**config.mk**
```make
export PLATFORM = sky130hd
export DESIGN_NAME = dmac_read_initiator
export DESIGN_NICKNAME = d
export VERILOG_FILES = /design/src/rtl/dmac_read_initiator.sv
export SDC_FILE = /design/constraint.sdc
export NUM_CORES = 1
export LEC_CHECK = 0
export CAP_MARGIN = 15
export CORE_AREA = 3 3 109 111
export DETAILED_ROUTE_END_ITERATION = 6
export DIE_AREA = 0 0 112 114
export HOLD_SLACK_MARGIN = 0.05
export PLACE_DENSITY = 0.82
export SYNTH_ARGS = -nofsm -noshare
export SYNTH_HDL_FRONTEND = slang
export SYNTH_SLANG_ARGS = --single-unit
```
**constraint.sdc**
```tcl
create_clock -name clk -period 2.3 [get_ports clk]
set_input_delay 0.23 -clock clk [delete_from_list [all_inputs] [get_ports clk]]
set_output_delay 0.23 -clock clk [all_outputs]
set_load 0.005 [all_outputs]
```
**src/rtl/dmac_read_initiator.sv**
```systemverilog
// dmac_read_initiator: AXI4 read-channel master for the DMA controller.
// It accepts burst descriptors from the channel scheduler and issues them on AR.
// Returned R beats pass through a 2-entry skid buffer onto a valid/ready stream.
//
// Ports:
//   clk, rst           clock, synchronous active-high reset
//   rd_req_*           burst descriptor input (valid/ready, addr, burst, len, size)
//   data_out_*         read beat stream to the realignment/FIFO stage
//   rd_err             sticky error: non-OKAY rresp (or rlast mismatch, see below)
//   rd_busy            AR pending, bursts outstanding, or skid buffer non-empty
//   m_axi_ar*/m_axi_r* AXI4 read address and read data channels
//
// Optional feature macro: DMAC_RD_LAST_CHECK_EN
//   When defined, the arlen of every issued burst is queued and the R beats are
//   counted against it. An early or missing rlast sets rd_err, and data_out_last
//   comes from the expected beat count instead of rlast.
module dmac_read_initiator #(
  parameter int unsigned ADDR_WD         = 32,
  parameter int unsigned DATA_WD         = 32,
  parameter int unsigned MAX_OUTSTANDING = 4
) (
  input  logic               clk,
  input  logic               rst,
  input  logic               rd_req_valid,
  output logic               rd_req_ready,
  input  logic [ADDR_WD-1:0] rd_req_addr,
  input  logic [1:0]         rd_req_burst,
  input  logic [7:0]         rd_req_len,
  input  logic [2:0]         rd_req_size,
  output logic               data_out_valid,
  input  logic               data_out_ready,
  output logic [DATA_WD-1:0] data_out,
  output logic               data_out_last,
  output logic               rd_err,
  output logic               rd_busy,
  output logic               m_axi_arvalid,
  input  logic               m_axi_arready,
  output logic [ADDR_WD-1:0] m_axi_araddr,
  output logic [7:0]         m_axi_arlen,
  output logic [2:0]         m_axi_arsize,
  output logic [1:0]         m_axi_arburst,
  input  logic               m_axi_rvalid,
  output logic               m_axi_rready,
  input  logic [DATA_WD-1:0] m_axi_rdata,
  input  logic [1:0]         m_axi_rresp,
  input  logic               m_axi_rlast
);

  localparam int unsigned OW = $clog2(MAX_OUTSTANDING) + 1;

  typedef enum logic {AR_IDLE, AR_VALID} ar_state_e;

  ar_state_e          state;
  logic [OW-1:0]      outstanding;
  logic [1:0]         skid_cnt;
  logic [DATA_WD-1:0] skid_data0, skid_data1;
  logic               skid_last0, skid_last1;

  logic desc_hs, ar_hs, r_hs, pop, beat_last, burst_done, last_err;
  logic [1:0] wr_slot;

  // Descriptor acceptance depends only on registered state, never on rd_req_valid.
  assign rd_req_ready = (state == AR_IDLE) && (outstanding < OW'(MAX_OUTSTANDING)) && !rst;
  assign desc_hs      = rd_req_valid & rd_req_ready;
  assign ar_hs        = m_axi_arvalid & m_axi_arready;

  // Skid head drives the output stream; rready is a decode of the registered count.
  assign m_axi_rready   = (skid_cnt != 2'd2);
  assign r_hs           = m_axi_rvalid & m_axi_rready;
  assign data_out_valid = (skid_cnt != 2'd0);
  assign data_out       = skid_data0;
  assign data_out_last  = skid_last0;
  assign pop            = data_out_valid & data_out_ready;

  // A beat arriving with nothing outstanding does not complete a burst.
  assign burst_done = r_hs & beat_last & (outstanding != '0);

  assign rd_busy = (state == AR_VALID) || (outstanding != '0) || (skid_cnt != 2'd0);

  // AR channel FSM with registered payload held stable while arvalid waits.
  always_ff @(posedge clk) begin
    if (rst) begin
      state         <= AR_IDLE;
      m_axi_arvalid <= 1'b0;
      m_axi_araddr  <= '0;
      m_axi_arlen   <= '0;
      m_axi_arsize  <= '0;
      m_axi_arburst <= '0;
    end else begin
      case (state)
        AR_IDLE: begin
          if (desc_hs) begin
            m_axi_araddr  <= rd_req_addr;
            m_axi_arlen   <= rd_req_len;
            m_axi_arsize  <= rd_req_size;
            m_axi_arburst <= rd_req_burst;
            m_axi_arvalid <= 1'b1;
            state         <= AR_VALID;
          end
        end
        AR_VALID: begin
          if (m_axi_arready) begin
            m_axi_arvalid <= 1'b0;
            state         <= AR_IDLE;
          end
        end
        default: begin
          m_axi_arvalid <= 1'b0;
          state         <= AR_IDLE;
        end
      endcase
    end
  end

  // Bursts issued on AR whose final R beat has not yet been seen.
  always_ff @(posedge clk) begin
    if (rst) begin
      outstanding <= '0;
    end else begin
      case ({ar_hs, burst_done})
        2'b10:   outstanding <= outstanding + OW'(1);
        2'b01:   outstanding <= outstanding - OW'(1);
        default: outstanding <= outstanding;
      endcase
    end
  end

  // Slot for an incoming beat is the occupancy left after any same-cycle pop.
  assign wr_slot = skid_cnt - 2'(pop);

  // Two-entry skid buffer; entry 0 is the head.
  always_ff @(posedge clk) begin
    if (rst) begin
      skid_cnt   <= 2'd0;
      skid_data0 <= '0;
      skid_data1 <= '0;
      skid_last0 <= 1'b0;
      skid_last1 <= 1'b0;
    end else begin
      if (pop) begin
        skid_data0 <= skid_data1;
        skid_last0 <= skid_last1;
      end
      if (r_hs) begin
        if (wr_slot == 2'd0) begin
          skid_data0 <= m_axi_rdata;
          skid_last0 <= beat_last;
        end else begin
          skid_data1 <= m_axi_rdata;
          skid_last1 <= beat_last;
        end
      end
      skid_cnt <= skid_cnt + 2'(r_hs) - 2'(pop);
    end
  end

  // Sticky error flag, cleared only by reset.
  always_ff @(posedge clk) begin
    if (rst) begin
      rd_err <= 1'b0;
    end else if ((r_hs && (m_axi_rresp != 2'b00)) || last_err) begin
      rd_err <= 1'b1;
    end
  end

`ifdef DMAC_RD_LAST_CHECK_EN
  localparam int unsigned PW = (MAX_OUTSTANDING > 1) ? $clog2(MAX_OUTSTANDING) : 1;

  logic [7:0]    len_fifo [MAX_OUTSTANDING];
  logic [PW-1:0] wr_ptr, rd_ptr;
  logic [7:0]    beat_cnt;
  logic          expected_last;

  function automatic logic [PW-1:0] ptr_inc(input logic [PW-1:0] p);
    return (p == PW'(MAX_OUTSTANDING - 1)) ? '0 : p + PW'(1);
  endfunction

  // The FIFO occupancy equals outstanding, so no separate count is kept.
  assign expected_last = (beat_cnt == len_fifo[rd_ptr]);
  assign beat_last     = expected_last;
  assign last_err      = r_hs && (outstanding != '0) && (m_axi_rlast != expected_last);

  // Queue arlen per AR handshake and count beats of the head burst.
  always_ff @(posedge clk) begin
    if (rst) begin
      wr_ptr   <= '0;
      rd_ptr   <= '0;
      beat_cnt <= '0;
    end else begin
      if (ar_hs) begin
        len_fifo[wr_ptr] <= m_axi_arlen;
        wr_ptr           <= ptr_inc(wr_ptr);
      end
      if (r_hs && (outstanding != '0)) begin
        if (expected_last) begin
          beat_cnt <= '0;
          rd_ptr   <= ptr_inc(rd_ptr);
        end else begin
          beat_cnt <= beat_cnt + 8'd1;
        end
      end
    end
  end
`else
  assign beat_last = m_axi_rlast;
  assign last_err  = 1'b0;
`endif

endmodule

```
==> out/qor.yml <==
clockPowerShare_pct: 41.3
yosys.area.top_type_share_pct: 47.7
slew-limit-headroom_pct: 59.3
wl_per_cell_um: 16.7
synthToLayoutAreaGrowth_pct: 47.8
cts_root_buf: "clkbuf_8"
antenna_found_initial: 0
worst_pin_slew_ns: 0.610
stdcell_area_um2: 7380
yosys.cell_types.count: 32
place_congestion: 0.806
core-area_um2: 10900
initial_utilization_pct: 45.9
synth_common_cells: "119 x dfxtp_1, 113 x a21oi_1, 93 x nand2_1, 35 x o21ai_0"
drt-total-wl_um: 14300
p_sw_mw: 2.00
hold_violations: 0
rsz0062_at_grt: "no"
nNetsFinal: 794
finalMaxSlewViolations: 0
tns_ns: 0
grt_pass1_wl_um: 23100
htree_levels: 4
power_frac_seq_pct: 33.4
grt_pass1_vias: 4708
dieArea_um2: 12800
cts_buffer_depth: 2
chipHeight_um: 114
leakagePower_nw: 2.80
power.internal_mw: 5.41
io_pins: 170
r2r_slack_ns: 0.26
drv_cap: 0
crit_start: "skid_cnt[1]"
peakVddDrop_mv: 0.467
synth.cell_area_um2: 5000
place_area_um2: 6680
synth_area_per_cell_um2: 9.00
status: "completed"
clock_skew_ns: 0.00596
hold_start: "rst"
crit_path_max_fanout: 39
ctsHoldBuffers: 0
end_kind: "primary output"
die_x_um: 112
power_mw: 7.41
port_buffers: 169
switching_share_pct: 27.0
cts.sinks: 119
ys_seq_area_share_pct: 47.7
vias_per_cell: 5.49
yosys-top-cells-area: "dfxtp_1 48%, a21oi_1 11%, nand2_1 7.0%"
synth_edf_count: 0
ys_ff_latch: 119
clk_pin_slew_ns: 0.06
worstSetupPathType: "register to primary output"
drive_gt1_share_pct: 8.37
grt_usage_pct: 22.1
synth_ff_type: "dfxtp_1"
first_pass_iters: 5
grt_start_max_net_pins: 67
power_density_nw_per_um2: 1000
drtIter0Drc: 350
tritoncts: "yes"
vias: 4707
clock.fmax_mhz: 482
period_share_pct: 90.2
timing.rr.start: "skid_cnt[0]"
synthCells: 555
route.detailed.drc: 0
yosys_warnings: 0
period_minus_slack_ns: 2.08
clock_latency_ns: 0.50
dpl.hpwl_um: 9330
synth.most_common_cell: "dfxtp_1"
cts_setup_buffers: 0
synth_nets: 645
setup_viol_count_final: 0
ant_nets: 0
num_rows: 38
arrival_ns: 1.85
setup.worst_path.start_class: "register"
cp_data_required_time_ns: 2.07
overflow: 0
synth_area_leader_cell: "dfxtp_1"
async_flop_share_pct: 0
pwr-share-comb_pct: 25.4
numCtsBuffers: 17
diodes: 0
min_path_type: "input port to register"
## cell type report
cell class,count,area [µm²]
Clock inverter,12,246
Sequential cell,119,2380
Multi-Input combinational cell,373,2270
Fill cell,860,3500
Inverter,8,30.0
Tap cell,140,175
Timing Repair Buffer,185,1830
Clock buffer,20,445
## layout by cell type (no fill, tap or decap), drive strengths merged, types with 17 or more instances in the layout
master and count:
a21oi 114, buf 17, clkbuf 20, clkdlybuf4s50 167
dfxtp 119, mux2i 33, nand2 93, o21ai 36
o41ai 33, or3b 33
## routing by layer
metal	vias to the layer above	global-route usage, %	wire (µm)
li1	2275	-	-
met4	0	9.38	280
met1	2213	26.5	5800
met2	199	37.6	7370
met3	20	5.68	889
met5	-	0	0
## metrics by stage
stage | hold WS, ns | std cells | worst slack, ns | utilization [%]
floorplan | 0.325 | 555 | 0.317 | -
global placement | 0.441 | 825 | 0.0806 | 61.4
detailed placement | 0.440 | 825 | 0.0300 | 61.4
CTS | 0.140 | 857 | 0.000696 | 67.8
global route | 0.197 | 857 | 0.0330 | 67.8
finish | 0.178 | 857 | 0.224 | 67.8
## repair_timing
item,4_1_cts,5_1_grt
resized for setup,1,3
gates cloned,0,0
pin swaps,0,0
setup endpoints to repair,1,1
## kinds of logic after synthesis
logic type	count (synthesis)	synth area share [%]
adder cells (fa/ha/maj)	4	1.15
buffers and inverters	63	7.21
AND/OR/NAND/NOR	147	15.5
XOR/XNOR	3	0.526
multiplexers	33	6.61
flip-flops	119	47.7
AO/OA/AOI/OAI	186	21.3
## power groups by stage
stage	logic (mW)	clock network, mW	registers (mW)
3_3_place_gp	1.81	0	2.50
5_1_grt	2.04	3.22	2.50
4_1_cts	1.89	3.11	2.47
6_report	1.88	3.06	2.47
3_5_place_dp	1.86	0	2.51
2_1_floorplan	0.990	0	2.51
## critical path: stages (launching register included)
cell	delay [ns]
dfxtp_1	0.36
buf_8	0.28
or2_2	0.18
clkdlybuf4s50_1	0.52
## path summary, 6_finish.rpt
| kind | end | depth (start not counted) |
|---|---|---|
| max | data_out_valid | 3 |
| min | m_axi_araddr[14] | 2 |
| max reg2reg | outstanding[2] | 9 |
| min reg2reg | rd_err | 2 |
## flip-flops by register name (all words and copies together), names as in the netlist, 2 cells and up
register,flops
data_out,32
m_axi_araddr,32
m_axi_arburst,2
m_axi_arlen,8
m_axi_arsize,3
outstanding,3
skid_cnt,2
skid_data1,32
No activity file was read; power rests on OpenSTA's default activity.
